<file path="src/rtl/chan_wr_ctl.sv">
// chan_wr_ctl
//   Routes bytes from the SPI byte receiver. Command bytes (dc_i=0) select a
//   mode. The data bytes that follow (dc_i=1) become one of:
//     - config register writes,
//     - address-table writes,
//     - colour-RAM writes,
//     - info-register read address steps,
//     - a window selection (start channel / start address) for partial updates.
//
// Ports
//   clk_i, rst_n_i     clock, asynchronous active-low reset
//   dc_i               0 = command byte, 1 = data byte
//   spi_byte_vld_i     one-cycle byte strobe; all state updates are gated by it
//   spi_byte_data_i    received byte
//   reg_chan_len_i     last RAM address per channel (inclusive)
//   reg_chan_cnt_i     index of the last active channel
//   reg_rd_addr_o      info/register read address
//   reg_wr_en_o        config register write strobe (combinational)
//   reg_wr_addr_o      config register write address
//   ram_wr_en_o        per-channel RAM write strobe, one-hot or zero (combinational)
//   ram_wr_done_o      final colour byte of a frame is being written
//   ram_wr_addr_o      RAM write address
//   ram_wr_byte_en_o   lane enables: MSB = address-table lane, [COLOR_BYTES-1:0] = colour lanes
//   ovf_o              sticky: data byte after frame end or with an invalid window
module chan_wr_ctl #(
  parameter int unsigned CHAN_NUM    = 16,
  parameter int unsigned COLOR_BYTES = 3,
  parameter int unsigned ADDR_W      = 8,
  parameter int unsigned REG_AW      = 3,
  parameter int unsigned CH_W        = $clog2(CHAN_NUM)
) (
  input  logic                   clk_i,
  input  logic                   rst_n_i,
  input  logic                   dc_i,
  input  logic                   spi_byte_vld_i,
  input  logic [7:0]             spi_byte_data_i,
  input  logic [ADDR_W-1:0]      reg_chan_len_i,
  input  logic [CH_W-1:0]        reg_chan_cnt_i,
  output logic [REG_AW-1:0]      reg_rd_addr_o,
  output logic                   reg_wr_en_o,
  output logic [REG_AW-1:0]      reg_wr_addr_o,
  output logic [CHAN_NUM-1:0]    ram_wr_en_o,
  output logic                   ram_wr_done_o,
  output logic [ADDR_W-1:0]      ram_wr_addr_o,
  output logic [COLOR_BYTES:0]   ram_wr_byte_en_o,
  output logic                   ovf_o
);

  localparam int unsigned     LANE_W   = (COLOR_BYTES > 1) ? $clog2(COLOR_BYTES) : 1;
  localparam logic [LANE_W-1:0] LANE_TOP = LANE_W'(COLOR_BYTES - 1);
  localparam logic [CH_W-1:0]   CH_LAST  = CH_W'(CHAN_NUM - 1);

  typedef enum logic [2:0] {
    S_IDLE, S_CONF, S_ADDR, S_DATA, S_INFO, S_SEL0, S_SEL1, S_DONE
  } state_t;

  state_t              state_q;
  logic [CH_W-1:0]     cur_ch_q;
  logic [CH_W-1:0]     start_ch_q;
  logic [ADDR_W-1:0]   addr_q;
  logic [ADDR_W-1:0]   start_addr_q;
  logic [LANE_W-1:0]   lane_q;
  logic [REG_AW-1:0]   rd_addr_q;
  logic [REG_AW-1:0]   wr_addr_q;
  logic                ovf_q;

  logic data_byte;
  logic ram_act;
  logic addr_last;
  logic frame_last;
  logic step;
  logic win_bad;

  always_comb begin
    data_byte  = spi_byte_vld_i && dc_i;
    ram_act    = data_byte && ((state_q == S_ADDR) || (state_q == S_DATA));
    addr_last  = (addr_q == reg_chan_len_i);
    frame_last = addr_last && (cur_ch_q == reg_chan_cnt_i);
    // Address/channel advance: every address-table byte, or the last lane of a pixel.
    step       = (state_q == S_ADDR) || ((state_q == S_DATA) && (lane_q == '0));
    win_bad    = (start_ch_q > reg_chan_cnt_i) || (start_addr_q > reg_chan_len_i);
  end

  always_ff @(posedge clk_i or negedge rst_n_i) begin
    if (!rst_n_i) begin
      state_q      <= S_IDLE;
      cur_ch_q     <= '0;
      start_ch_q   <= '0;
      addr_q       <= '0;
      start_addr_q <= '0;
      lane_q       <= '0;
      rd_addr_q    <= '0;
      wr_addr_q    <= '0;
      ovf_q        <= 1'b0;
    end else if (spi_byte_vld_i) begin
      if (!dc_i) begin
        ovf_q     <= 1'b0;
        addr_q    <= '0;
        wr_addr_q <= '0;
        case (spi_byte_data_i)
          8'h2A: state_q <= S_CONF;
          8'h2B, 8'h2C: begin
            cur_ch_q <= start_ch_q;
            addr_q   <= start_addr_q;
            lane_q   <= LANE_TOP;
            // An out-of-range window is parked in DONE so no write can escape.
            if (win_bad)
              state_q <= S_DONE;
            else if (spi_byte_data_i == 8'h2C)
              state_q <= S_DATA;
            else
              state_q <= S_ADDR;
          end
          8'h3A: begin
            state_q   <= S_INFO;
            rd_addr_q <= REG_AW'(1);
          end
          8'h2D: state_q <= S_SEL0;
          default: begin
            state_q   <= S_IDLE;
            rd_addr_q <= '0;
          end
        endcase
      end else begin
        case (state_q)
          S_CONF: wr_addr_q <= wr_addr_q + REG_AW'(1);
          S_INFO: rd_addr_q <= rd_addr_q + REG_AW'(1);
          S_SEL0: begin
            start_ch_q <= spi_byte_data_i[CH_W-1:0];
            state_q    <= S_SEL1;
          end
          S_SEL1: begin
            start_addr_q <= spi_byte_data_i[ADDR_W-1:0];
            state_q      <= S_IDLE;
          end
          S_DATA: lane_q <= (lane_q == '0) ? LANE_TOP : lane_q - LANE_W'(1);
          S_DONE: ovf_q <= 1'b1;
          default: ;
        endcase
        // Channel index wraps at CHAN_NUM so a live change of reg_chan_cnt_i
        // below cur_ch still reaches the last channel and ends the frame.
        if (step) begin
          if (addr_last) begin
            addr_q   <= '0;
            cur_ch_q <= (cur_ch_q == CH_LAST) ? '0 : cur_ch_q + CH_W'(1);
            if (frame_last)
              state_q <= S_DONE;
          end else begin
            addr_q <= addr_q + ADDR_W'(1);
          end
        end
      end
    end
  end

  always_comb begin
    reg_wr_en_o      = data_byte && (state_q == S_CONF);
    ram_wr_done_o    = data_byte && (state_q == S_DATA) && (lane_q == '0) && frame_last;
    ram_wr_byte_en_o = '0;
    if (data_byte && (state_q == S_ADDR))
      ram_wr_byte_en_o[COLOR_BYTES] = 1'b1;
    if (data_byte && (state_q == S_DATA))
      ram_wr_byte_en_o[lane_q] = 1'b1;
    for (int unsigned i = 0; i < CHAN_NUM; i++)
      ram_wr_en_o[i] = ram_act && (cur_ch_q == CH_W'(i));
  end

  assign reg_rd_addr_o = rd_addr_q;
  assign reg_wr_addr_o = wr_addr_q;
  assign ram_wr_addr_o = addr_q;
  assign ovf_o         = ovf_q;

endmodule

</file>
<file path="config.mk">
export PLATFORM = sky130hd
export DESIGN_NAME = chan_wr_ctl
export DESIGN_NICKNAME = d
export VERILOG_FILES = /design/src/rtl/chan_wr_ctl.sv
export SDC_FILE = /design/constraint.sdc
export NUM_CORES = 1
export LEC_CHECK = 0
export ABC_AREA = 1
export CAP_MARGIN = 20
export CORE_ASPECT_RATIO = 0.9
export CORE_MARGIN = 1
export CORE_UTILIZATION = 55
export CTS_CLUSTER_SIZE = 14
export DETAILED_ROUTE_END_ITERATION = 7
export PLACE_DENSITY = 0.9
export SYNTH_ARGS = -nofsm -noshare
export SYNTH_HDL_FRONTEND = slang
export SYNTH_SLANG_ARGS = --single-unit
</file>
<file path="constraint.sdc">
create_clock -name clk_i -period 3 [get_ports clk_i]
set_input_delay 0.6 -clock clk_i [delete_from_list [all_inputs] [get_ports clk_i]]
set_output_delay 0.6 -clock clk_i [all_outputs]
set_load 0.01 [all_outputs]
</file>
== After elaboration in Yosys (flattened, before gate mapping) ==
Index checks and enable logic that the tools add are counted.

* Register bits after elaboration: 36
* Input port bits: 24
* Output and inout bits: 37
* Logic and storage cells: 129

* Add/sub/neg operators: 5
* Order comparisons: 4
* Equality and inequality tests: 36
* Muxes and demuxes: 32
* Bitwise gates (word level): 1
* Reduce and logical (&&, ||, !) cells: 42

{| class="wikitable"
|+ Operator list
! cell !! number
|-
| 8-bit by 6-bit == test with 1-bit output (second input constant) || 5
|-
| 4-bit == test (second input constant) || 8
|-
| 8-bit 2-to-1 mux || 4
|-
| 3-bit 2-to-1 mux || 9
|-
| 1-bit logical AND || 26
|-
| 4-bit 2-to-1 mux || 6
|-
| 4-bit by 3-bit == test with 1-bit output (second input constant) || 4
|-
| 2-bit by 1-bit inequality test with 1-bit output (second input constant) || 7
|-
| 3-bit == test (second input constant) || 4
|-
| 3-bit case mux with 2 select lines || 2
|-
| 3-bit case mux with 4 select lines || 1
|-
| 3-bit AND reduction || 4
|-
| 8-bit by 1-bit adder with 8-bit output (second input constant) || 1
|-
| 4-bit by 2-bit == test with 1-bit output (second input constant) || 2
|-
| 8-bit == test || 1
|-
| 8-bit greater-than comparator || 1
|-
| 2-bit 2-to-1 mux || 4
|-
| 3-bit by 1-bit adder with 3-bit output (second input constant) || 2
|-
| 3-bit by 2-bit == test with 1-bit output (second input constant) || 2
|-
| 2-bit AND reduction || 3
|-
| 1-bit 2-to-1 mux || 5
|-
| 4-bit by 1-bit adder with 4-bit output (second input constant) || 1
|-
| 4-bit by 1-bit == test with 1-bit output (second input constant) || 1
|-
| 4-bit == test || 1
|-
| other kinds (14) || 16
|}

== Depth between registers and ports, before layout ==
Gate-level depths: netlist of the first run.

* Depth after elaboration: 6
* Mapped depth: 15
* Gate-level depth less buffers: 15

== Worst setup path after synthesis of the first run ==
OpenSTA, ideal clock, no wires.

* Path type: input to output
* Start: input spi_byte_vld_i
* End: output ram_wr_done_o
* Arrival: 1.573 ns
* Required time: 2.400 ns
* Setup slack: 0.827 ns
* Cell stages on the path: 8
* Buffers on the path: 1
* Cell sequence: buf_4 -> nand2_2 -> nor2_4 -> inv_2 -> nor2_1 -> inv_1 -> nor2_2 -> and3_1

* Word-level cells in the longest chain between the ends: 4

{| class="wikitable"
|+ RTL lines
! what !! RTL line !! RTL
|-
| from (decl) || 35 || <nowiki>input logic spi_byte_vld_i,</nowiki>
|-
| 1-bit logical AND || 75 || <nowiki>data_byte = spi_byte_vld_i && dc_i;</nowiki>
|-
| 1-bit logical AND (3 in a row) || 158 || <nowiki>ram_wr_done_o = data_byte && (state_q == S_DATA) && (lane_q == '0) && frame_last;</nowiki>
|-
| to (decl) || 43 || <nowiki>output logic ram_wr_done_o,</nowiki>
|}

No other way between the ends.

== Worst setup path in the final report of the first run ==
* Start: input spi_byte_vld_i
* End: output ram_wr_byte_en_o[0]

* Word-level cells in the longest chain between the ends: 3

{| class="wikitable"
|+ RTL lines
! what !! RTL line !! RTL
|-
| 1-bit logical AND || 75 ||
|-
| 1-bit logical AND || 162 || <nowiki>if (data_byte && (state_q == S_DATA))</nowiki>
|-
| 4-bit 2-to-1 mux || 162 ||
|-
| to (decl) || 45 || <nowiki>output logic [COLOR_BYTES:0] ram_wr_byte_en_o,</nowiki>
|}

No other way between the ends.

==> results of run 1 <==
## through the flow
stage	util (%)	instances	setup WS [ns]	cell area (µm²)
after floorplan	-	400	0.827	2760
after global placement	71.7	528	0.0613	3460
after detailed placement	71.7	528	-0.00877	3460
after CTS	73.5	536	0.131	3550
after global routing	73.5	536	0.00712	3550
final	73.5	536	0.120	3550
## path summary, 6_finish.rpt
check                                     from                   to  slack, ns  cells after the start
worst max-delay path            spi_byte_vld_i  ram_wr_byte_en_o[0]       0.12                      8
worst min-delay path             start_ch_q[0]        start_ch_q[0]       0.52                      2
worst max register to register       lane_q[0]     ram_wr_addr_o[4]       1.31                      8
worst min register to register   start_ch_q[0]        start_ch_q[0]       0.52                      2
max in group asynchronous              rst_n_i      start_addr_q[4]       1.95                      2
min in group asynchronous              rst_n_i          cur_ch_q[2]       0.72                      2
## power by group through the flow
stage	registers (mW)	logic, mW	clock network (mW)
2_1_floorplan	0.630	0.278	0
3_3_place_gp	0.636	0.439	0
3_5_place_dp	0.639	0.457	0
4_1_cts	0.630	0.460	0.369
5_1_grt	0.645	0.528	0.382
6_report	0.633	0.462	0.365
## kinds of logic (layout without fill, tap and decap cells)
family / Yosys count / after routing / share of synthesized area [%]
simple gates: 220 / 220 / 33.7
compound gates: 48 / 48 / 10.6
fa+ha+maj: 23 / 23 / 10.4
xor+xnor: 7 / 7 / 2.22
mux: 3 / 3 / 1.18
buf+inv: 63 / 134 / 9.29
flops: 36 / 36 / 32.6
## synthesized netlist by cell type, drive strengths merged
| cell type | count |
|---|---|
| o21ai | 20 |
| a32o | 1 |
| o21a | 2 |
| inv | 58 |
| mux2i | 1 |
| o22ai | 2 |
| dfrtp | 36 |
| a31oi | 7 |
| and3 | 1 |
| nor3 | 5 |
| buf | 5 |
| a22o | 1 |
| xor2 | 5 |
| nor2 | 57 |
| a21oi | 14 |
| mux2 | 2 |
| o41ai | 1 |
| ha | 23 |
| nand2 | 131 |
| nand3 | 18 |
| nand4 | 8 |
| xnor2 | 2 |
## metal layers
metal / vias up / GRT usage, % / wire length [µm] / part of all wire, %
met4: 0 / 9.40 / 155 / 2.2
met1: 1272 / 39.1 / 3190 / 46
met2: 113 / 44.2 / 3130 / 45
li1: 1411 / - / - / -
met5: - / 0 / 0 / 0
met3: 15 / 4.74 / 423 / 6.1
## registers in the layout, indices dropped and copies added, names as in the netlist
signal / cells
reg_wr_addr_o: 3
start_addr_q: 8
state_q: 3
reg_rd_addr_o: 3
start_ch_q: 4
cur_ch_q: 4
lane_q: 2
ram_wr_addr_o: 8
ovf_o: 1
## cell type report
class                   count  area (µm²)
clock buffers               8        90.1
fillers                   383        1280
inverters                  58         218
multi-input cells         301        1600
flip-flops and latches     36         901
well taps                  65        81.3
repair buffers             68         659
## worst min-delay path, stage by stage (launching register included)
cell and delay, ns:
dfrtp_1 0.36, nand2_1 0.06, o21ai_0 0.07
==> results.yml, run 1 <==
run_status:
  status: "complete, no violations"
sta:
  timing.final.crit_share_pct: 96.0
  skew_ns: 0.0106
  hold_viol: 0
  hold_slack_ns: 0.521
  setup_violations: 0
  drv_slew: 0
  max_freq_ghz: 0.347
  slew_headroom_pct: 69.3
  period_needed_ns: 2.88
  setup_tns_ns: 0
  max_slew.worst_pin.slew_ns: 0.461
  grt_setup_unrepaired: "false"
synthesis:
  synth_top_area_cell: "dfrtp_1"
  avgSynthCellArea_um2: 6.90
  yosysTopAreaCellShare_pct: 32.6
  synth_warnings: 0
  ys_seq_area_share_pct: 32.6
  synth_area_leaders: "dfrtp_1 33%, nand2_1 17%, ha_1 10%"
  synthCells: 400
  yosys_register_bits: 36
  synth_area_um2: 2760
  synth_cell_type_count: 33
  synthesis.nets: 447
power_and_ir_drop:
  finalPower_mw: 1.46
  power_density_nw_per_um2: 411
  peakVddDrop_v: 0.000293
  swShare_pct: 35.5
  comb_power_share_pct: 31.7
  intPower_uw: 942
  clkPwrFrac_pct: 25.0
  total_leakage_power_nw: 1.80
  power.share.sequential_pct: 43.3
  switching_power_uw: 518
floorplan:
  die_x_um: 76.7
  die_y_um: 69.2
  ios: 61
  start_util_pct: 57.1
  dieArea_um2: 5310
  placementRows: 24
  fp.coreArea_um2: 4830
clocking:
  clockBufferDepth: 2
  cts_resized: 1
  cts-root-buf: "clkbuf_8"
  cts_buffers: 5
  clk_pin_slew_ns: 0.08
  cts_tree: "built"
  cts.sinks: 36
  postCtsSetupRepairBufs: 0
  clk_latency_ns: 0.30
  htree_levels: 2
  postCtsHoldBufs: 0
drt:
  first_pass_iters: 5
  finalWirelength_mm: 6.89
  wire_per_inst_um: 12.9
  drc: 0
  ant_nets: 0
  vias: 2811
  vias_per_cell: 5.24
  drt_iter0_drc: 223
setup_path:
  cp_common_cell: "clkdlybuf4s50_1"
  max_stage_delay_ns: 0.54
  cp_top_family: "buffers and inverters"
  required_ns: 2.40
  endpoint_kind: "primary output"
  startpoint_type: "input pin"
  critPathBufInv: 4
  critPathMaxFanout: 4
  cp_cell_sequence: "clkdlybuf4s50_1 -> nand2_2 -> nor2_4 -> inv_2 -> nor2_1 -> inv_1 -> nor2_2 -> clkdlybuf4s50_1"
  cp_slowest_cell: "clkdlybuf4s50_1"
  critPathKind: "input pin to primary output"
  cp.arrival_ns: 2.28
layout:
  layout_commonest_cell: "nand2_1"
  drive_above_1_share_pct: 7.86
  antennaDiodeCount: 0
  final_cell_mix: "128 x nand2_1, 59 x clkdlybuf4s50_1, 51 x nor2_1"
  nets: 517
  layout-area-overhead-vs-synth_pct: 28.7
global_routing:
  grt_usage_pct: 28.1
  grt_pass1_wl_mm: 11.9
  antenna_found_initial: 0
  grt_pass1_vias: 2607
  grt_max_degree: 37
  grt.overflow.total: 0
place:
  gp_congestion: 0.921
  io_buffers: 60
  dp.final_hpwl_mm: 5.26
job:
  max_cap_violations: 0
worst_hold_path:
  hold_path.class: "register to register"
No activity file was read; power rests on OpenSTA's default activity.
==> run 2, diff against run 1 <==
--- a/config.mk
+++ b/config.mk
@@ -7,11 +7,14 @@
 export LEC_CHECK = 0
 export ABC_AREA = 1
 export CAP_MARGIN = 20
+export CELL_PAD_IN_SITES_DETAIL_PLACEMENT = 0
+export CELL_PAD_IN_SITES_GLOBAL_PLACEMENT = 1
 export CORE_ASPECT_RATIO = 0.9
 export CORE_MARGIN = 1
-export CORE_UTILIZATION = 55
+export CORE_UTILIZATION = 39
 export CTS_CLUSTER_SIZE = 14
 export DETAILED_ROUTE_END_ITERATION = 7
+export GPL_TIMING_DRIVEN = 0
 export PLACE_DENSITY = 0.9
 export SYNTH_ARGS = -nofsm -noshare
 export SYNTH_HDL_FRONTEND = slang
==> results.yml, run 2 (same netlist as run 1, synthesis figures left out) <==
sta:
  skew_ns: 0.00556
  slew_headroom_pct: 41.8
  timing.final.crit_share_pct: 86.8
  setup_violations: 0
  period_needed_ns: 2.60
  hold_viol: 0
  drv_slew: 0
  hold_slack_ns: 0.422
  grt_setup_unrepaired: "false"
  max_slew.worst_pin.slew_ns: 0.873
  max_freq_ghz: 0.384
  setup_tns_ns: 0
layout:
  antennaDiodeCount: 0
  fin_area_um2: 3610
  final_cell_mix: "128 x nand2_1, 56 x clkdlybuf4s50_1, 51 x nor2_1"
  final_core_util_pct: 53.9
  layout_commonest_cell: "nand2_1"
  drive_above_1_share_pct: 8.90
  nets: 518
  layout-area-overhead-vs-synth_pct: 30.7
drt:
  first_pass_iters: 4
  finalWirelength_mm: 7.01
  vias_per_cell: 4.78
  ant_nets: 0
  vias: 2686
  drc: 0
  wire_per_inst_um: 12.5
  drt_iter0_drc: 124
setup_path:
  required_ns: 2.40
  r2r-start: "ram_wr_addr_o[4]"
  cp-startpoint: "dc_i"
  cp.arrival_ns: 2.00
  critPathMaxFanout: 4
  endpoint_kind: "primary output"
  critPathKind: "input pin to primary output"
  startpoint_type: "input pin"
power_and_ir_drop:
  total_leakage_power_nw: 1.84
  power_density_nw_per_um2: 423
  finalPower_mw: 1.53
  peakVddDrop_v: 0.000220
global_routing:
  grt_max_degree: 37
  grt_pass1_wl_mm: 11.3
  grt.overflow.total: 0
  antenna_found_initial: 0
  grt_usage_pct: 19.4
  grt_pass1_vias: 2426
clocking:
  htree_levels: 2
  clockBufferDepth: 2
  cts_tree: "built"
  postCtsHoldBufs: 0
  clk_pin_slew_ns: 0.08
  clk_latency_ns: 0.29
  cts-root-buf: "clkbuf_8"
  cts.sinks: 36
  cts_buffers: 5
floorplan:
  start_util_pct: 41.3
  die_y_um: 81.8
  ios: 61
  fp.coreArea_um2: 6690
  die_x_um: 90.7
  dieArea_um2: 7420
  placementRows: 28
job:
  max_cap_violations: 0
place:
  placed_area_um2: 3460
  gp_congestion: 0.931
  io_buffers: 59
  dp.final_hpwl_mm: 5.54
worst_hold_path:
  hold_path.class: "input pin to asynchronous set/reset pin"
run_status:
  status: "complete, no violations"
## run 2: changes by cell type in the layout (fill, tap and decap cells not counted)
cell             delta
bufinv_16           +1
clkinvlp_4          +1
clkbuf_8            -1
clkbuf_1            -2
clkinv_2            +1
dlymetal6s2s_1      +1
clkdlybuf4s50_1     -3
buf_6               +1
buf_2               +2
## run 2: final timing paths
path | endpoint | slack (ns) | cells after the start
worst max-delay path | ram_wr_byte_en_o[1] | 0.40 | 8
worst max register to register | cur_ch_q[0] | 1.21 | 14
min in group clk_i | start_ch_q[0] | 0.52 | 2
worst min-delay path | ram_wr_addr_o[0] | 0.42 | 1
worst min register to register | start_ch_q[0] | 0.52 | 2
max in group asynchronous | cur_ch_q[2] | 2.03 | 1
## run 2: worst max-delay path: stages
cell             delay, ns
dlygate4sd2_1         0.28
nand2_2               0.11
nor2_4                0.11
inv_2                 0.04
nor2_1                0.12
inv_1                 0.10
nor2_1                0.10
clkdlybuf4s50_1       0.53
## run 2: stage by stage
step           std cells  setup slack, ns
2_1_floorplan        400            0.827
3_3_place_gp         549          -0.0927
3_5_place_dp         549          -0.0932
4_1_cts              558          0.00158
5_1_grt              562            0.266
6_report             562            0.397
## run 2: layout make-up
class,instances,area (µm²)
fillers,668,3080
multi-input cells,301,1600
flip-flops and latches,36,901
repair buffers,64,624
inverters,58,218
well taps,90,113
clock buffers,5,68.8
clock inverters,3,42.5
plain buffers,5,38.8
## run 2: repair_timing
item	CTS	global route
pin swaps	1	1
resized for setup	1	1
endpoints found under the setup margin	1	1
setup buffers	1	4
## run 2: report_power, final
| group | switching [mW] | total [mW] | internal [mW] |
|---|---|---|---|
| clock | 0.195 | 0.441 | 0.246 |
| combinational | 0.249 | 0.461 | 0.212 |
| sequential | 0.0829 | 0.626 | 0.543 |
## run 2: per-layer routing
metal | GRT usage [%] | part of all wire, % | up-vias
li1 | - | - | 1421
met1 | 27.4 | 52 | 1192
met3 | 2.69 | 3.9 | 7
met2 | 30.9 | 43 | 66
met4 | 5.97 | 1.2 | 0
met5 | 0 | 0 | -
==> run 3, diff against run 2 <==
--- a/config.mk
+++ b/config.mk
@@ -14,7 +14,6 @@
 export CORE_UTILIZATION = 39
 export CTS_CLUSTER_SIZE = 14
 export DETAILED_ROUTE_END_ITERATION = 7
-export GPL_TIMING_DRIVEN = 0
 export PLACE_DENSITY = 0.9
 export SYNTH_ARGS = -nofsm -noshare
 export SYNTH_HDL_FRONTEND = slang
==> results.yml, run 3 (same netlist as run 1, synthesis figures left out) <==
run_status:
  status: "complete, no violations"
global_routing:
  grt_pass1_vias: 2467
  grt.overflow.total: 0
  grt_max_degree: 37
  grt_usage_pct: 19.9
  grt_pass1_wl_mm: 11.6
  antenna_found_initial: 0
floorplan:
  placementRows: 28
  start_util_pct: 41.3
  ios: 61
  die_y_um: 81.8
  die_x_um: 90.7
  dieArea_um2: 7420
  fp.coreArea_um2: 6690
layout:
  layout-area-overhead-vs-synth_pct: 31.3
  drive_above_1_share_pct: 8.46
  final_cell_mix: "128 x nand2_1, 57 x clkdlybuf4s50_1, 51 x nor2_1"
  fill_cells: 690
  nets: 519
  layout_commonest_cell: "nand2_1"
  final_core_util_pct: 54.2
  antennaDiodeCount: 0
setup_path:
  reg2reg_to: "cur_ch_q[2]"
  ff2ff_path_depth: 12
  cp_common_cell: "clkdlybuf4s50_1"
  crit_path_end: "reg_wr_en_o"
  cp_cell_sequence: "clkdlybuf4s50_1 -> buf_4 -> nand4_1 -> nor2_1 -> clkdlybuf4s50_1"
  cp.arrival_ns: 2.22
  startpoint_type: "input pin"
  critPathKind: "input pin to primary output"
  cp-startpoint: "spi_byte_vld_i"
  required_ns: 2.40
  r2r_setup_slack_ns: 1.36
  critPathMaxFanout: 9
  r2r-start: "ram_wr_addr_o[4]"
  cp_slowest_cell: "clkdlybuf4s50_1"
  max_stage_delay_ns: 0.57
  endpoint_kind: "primary output"
worst_hold_path:
  hold_depth: 2
  hold_path.class: "register to register"
drt:
  finalWirelength_mm: 6.87
  wire_per_inst_um: 12.2
  ant_nets: 0
  drc: 0
  vias: 2719
  drt_iter0_drc: 145
  vias_per_cell: 4.83
  first_pass_iters: 4
sta:
  max_freq_ghz: 0.355
  hold_viol: 0
  setup_violations: 0
  grt_setup_unrepaired: "false"
  timing.final.crit_share_pct: 93.9
  slew_headroom_pct: 67.6
  period_needed_ns: 2.82
  setup_tns_ns: 0
  skew_ns: 0.00355
  max_slew.worst_pin.slew_ns: 0.486
  drv_slew: 0
clocking:
  clk_pin_slew_ns: 0.07
  cts_tree: "built"
  cts-root-buf: "clkbuf_8"
  cts.sinks: 36
  postCtsHoldBufs: 0
  clockBufferDepth: 2
  cts_buffers: 5
  htree_levels: 2
  clk_latency_ns: 0.29
  postCtsSetupRepairBufs: 0
place:
  io_buffers: 60
  gp_congestion: 0.868
  dp.final_hpwl_mm: 5.45
power_and_ir_drop:
  power_density_nw_per_um2: 418
  peakVddDrop_v: 0.000189
  total_leakage_power_nw: 1.87
job:
  max_cap_violations: 0
run 3: area by class of cell:
type,instances,area [µm²],share of cell area (%)
timing repair buffer,70,683,18.8
sequential,36,901,24.8
multi-input combinational,301,1600,44.2
tap,90,113,3.11
clock buffer,6,72.6,2.00
inverter,58,218,6.00
clock inverter,2,35.0,0.966
run 3: worst min path at each step:
stage                  start            end  slack (ns)
2_1_floorplan        rst_n_i    cur_ch_q[0]        0.30
3_3_place_gp   start_ch_q[0]  start_ch_q[0]        0.47
3_5_place_dp   start_ch_q[0]  start_ch_q[0]        0.49
4_1_cts        start_ch_q[0]  start_ch_q[0]        0.51
5_1_grt        start_ch_q[0]  start_ch_q[0]        0.56
6_report       start_ch_q[0]  start_ch_q[0]        0.50
run 3: timing repair:
action,in CTS,in global routing
endpoints found under the hold margin,0,0
endpoints found under the setup margin,0,3
resized for setup,0,3
run 3: metrics by stage:
| step | power, mW | setup WS, ns | std cells | area (µm²) | hold WS (ns) |
|---|---|---|---|---|---|
| after floorplan | 0.908 | 0.827 | 400 | 2760 | 0.304 |
| after global placement | 1.09 | 0.0974 | 555 | 3510 | 0.471 |
| after detailed placement | 1.10 | 0.0677 | 555 | 3510 | 0.486 |
| after CTS | 1.52 | 0.0661 | 563 | 3620 | 0.505 |
| after global routing | 1.63 | 0.0972 | 563 | 3630 | 0.561 |
| final | 1.52 | 0.182 | 563 | 3630 | 0.497 |
run 3: metal layers:
| layer | GRT usage [%] | wire length [µm] |
|---|---|---|
| met2 | 31.4 | 2980 |
| met3 | 3.06 | 318 |
| met4 | 6.77 | 70 |
| met5 | 0 | 0 |
| met1 | 27.9 | 3500 |
run 3: report_power, final:
group	internal [mW]	total [mW]	switching [mW]
Combinational	0.212	0.458	0.245
Sequential	0.543	0.633	0.0895
Clock	0.247	0.426	0.179
run 3: worst max-delay path: cells and delay by family:
family	cells	cell delay (ns)
buf+inv	3	1.26
simple gates	2	0.36
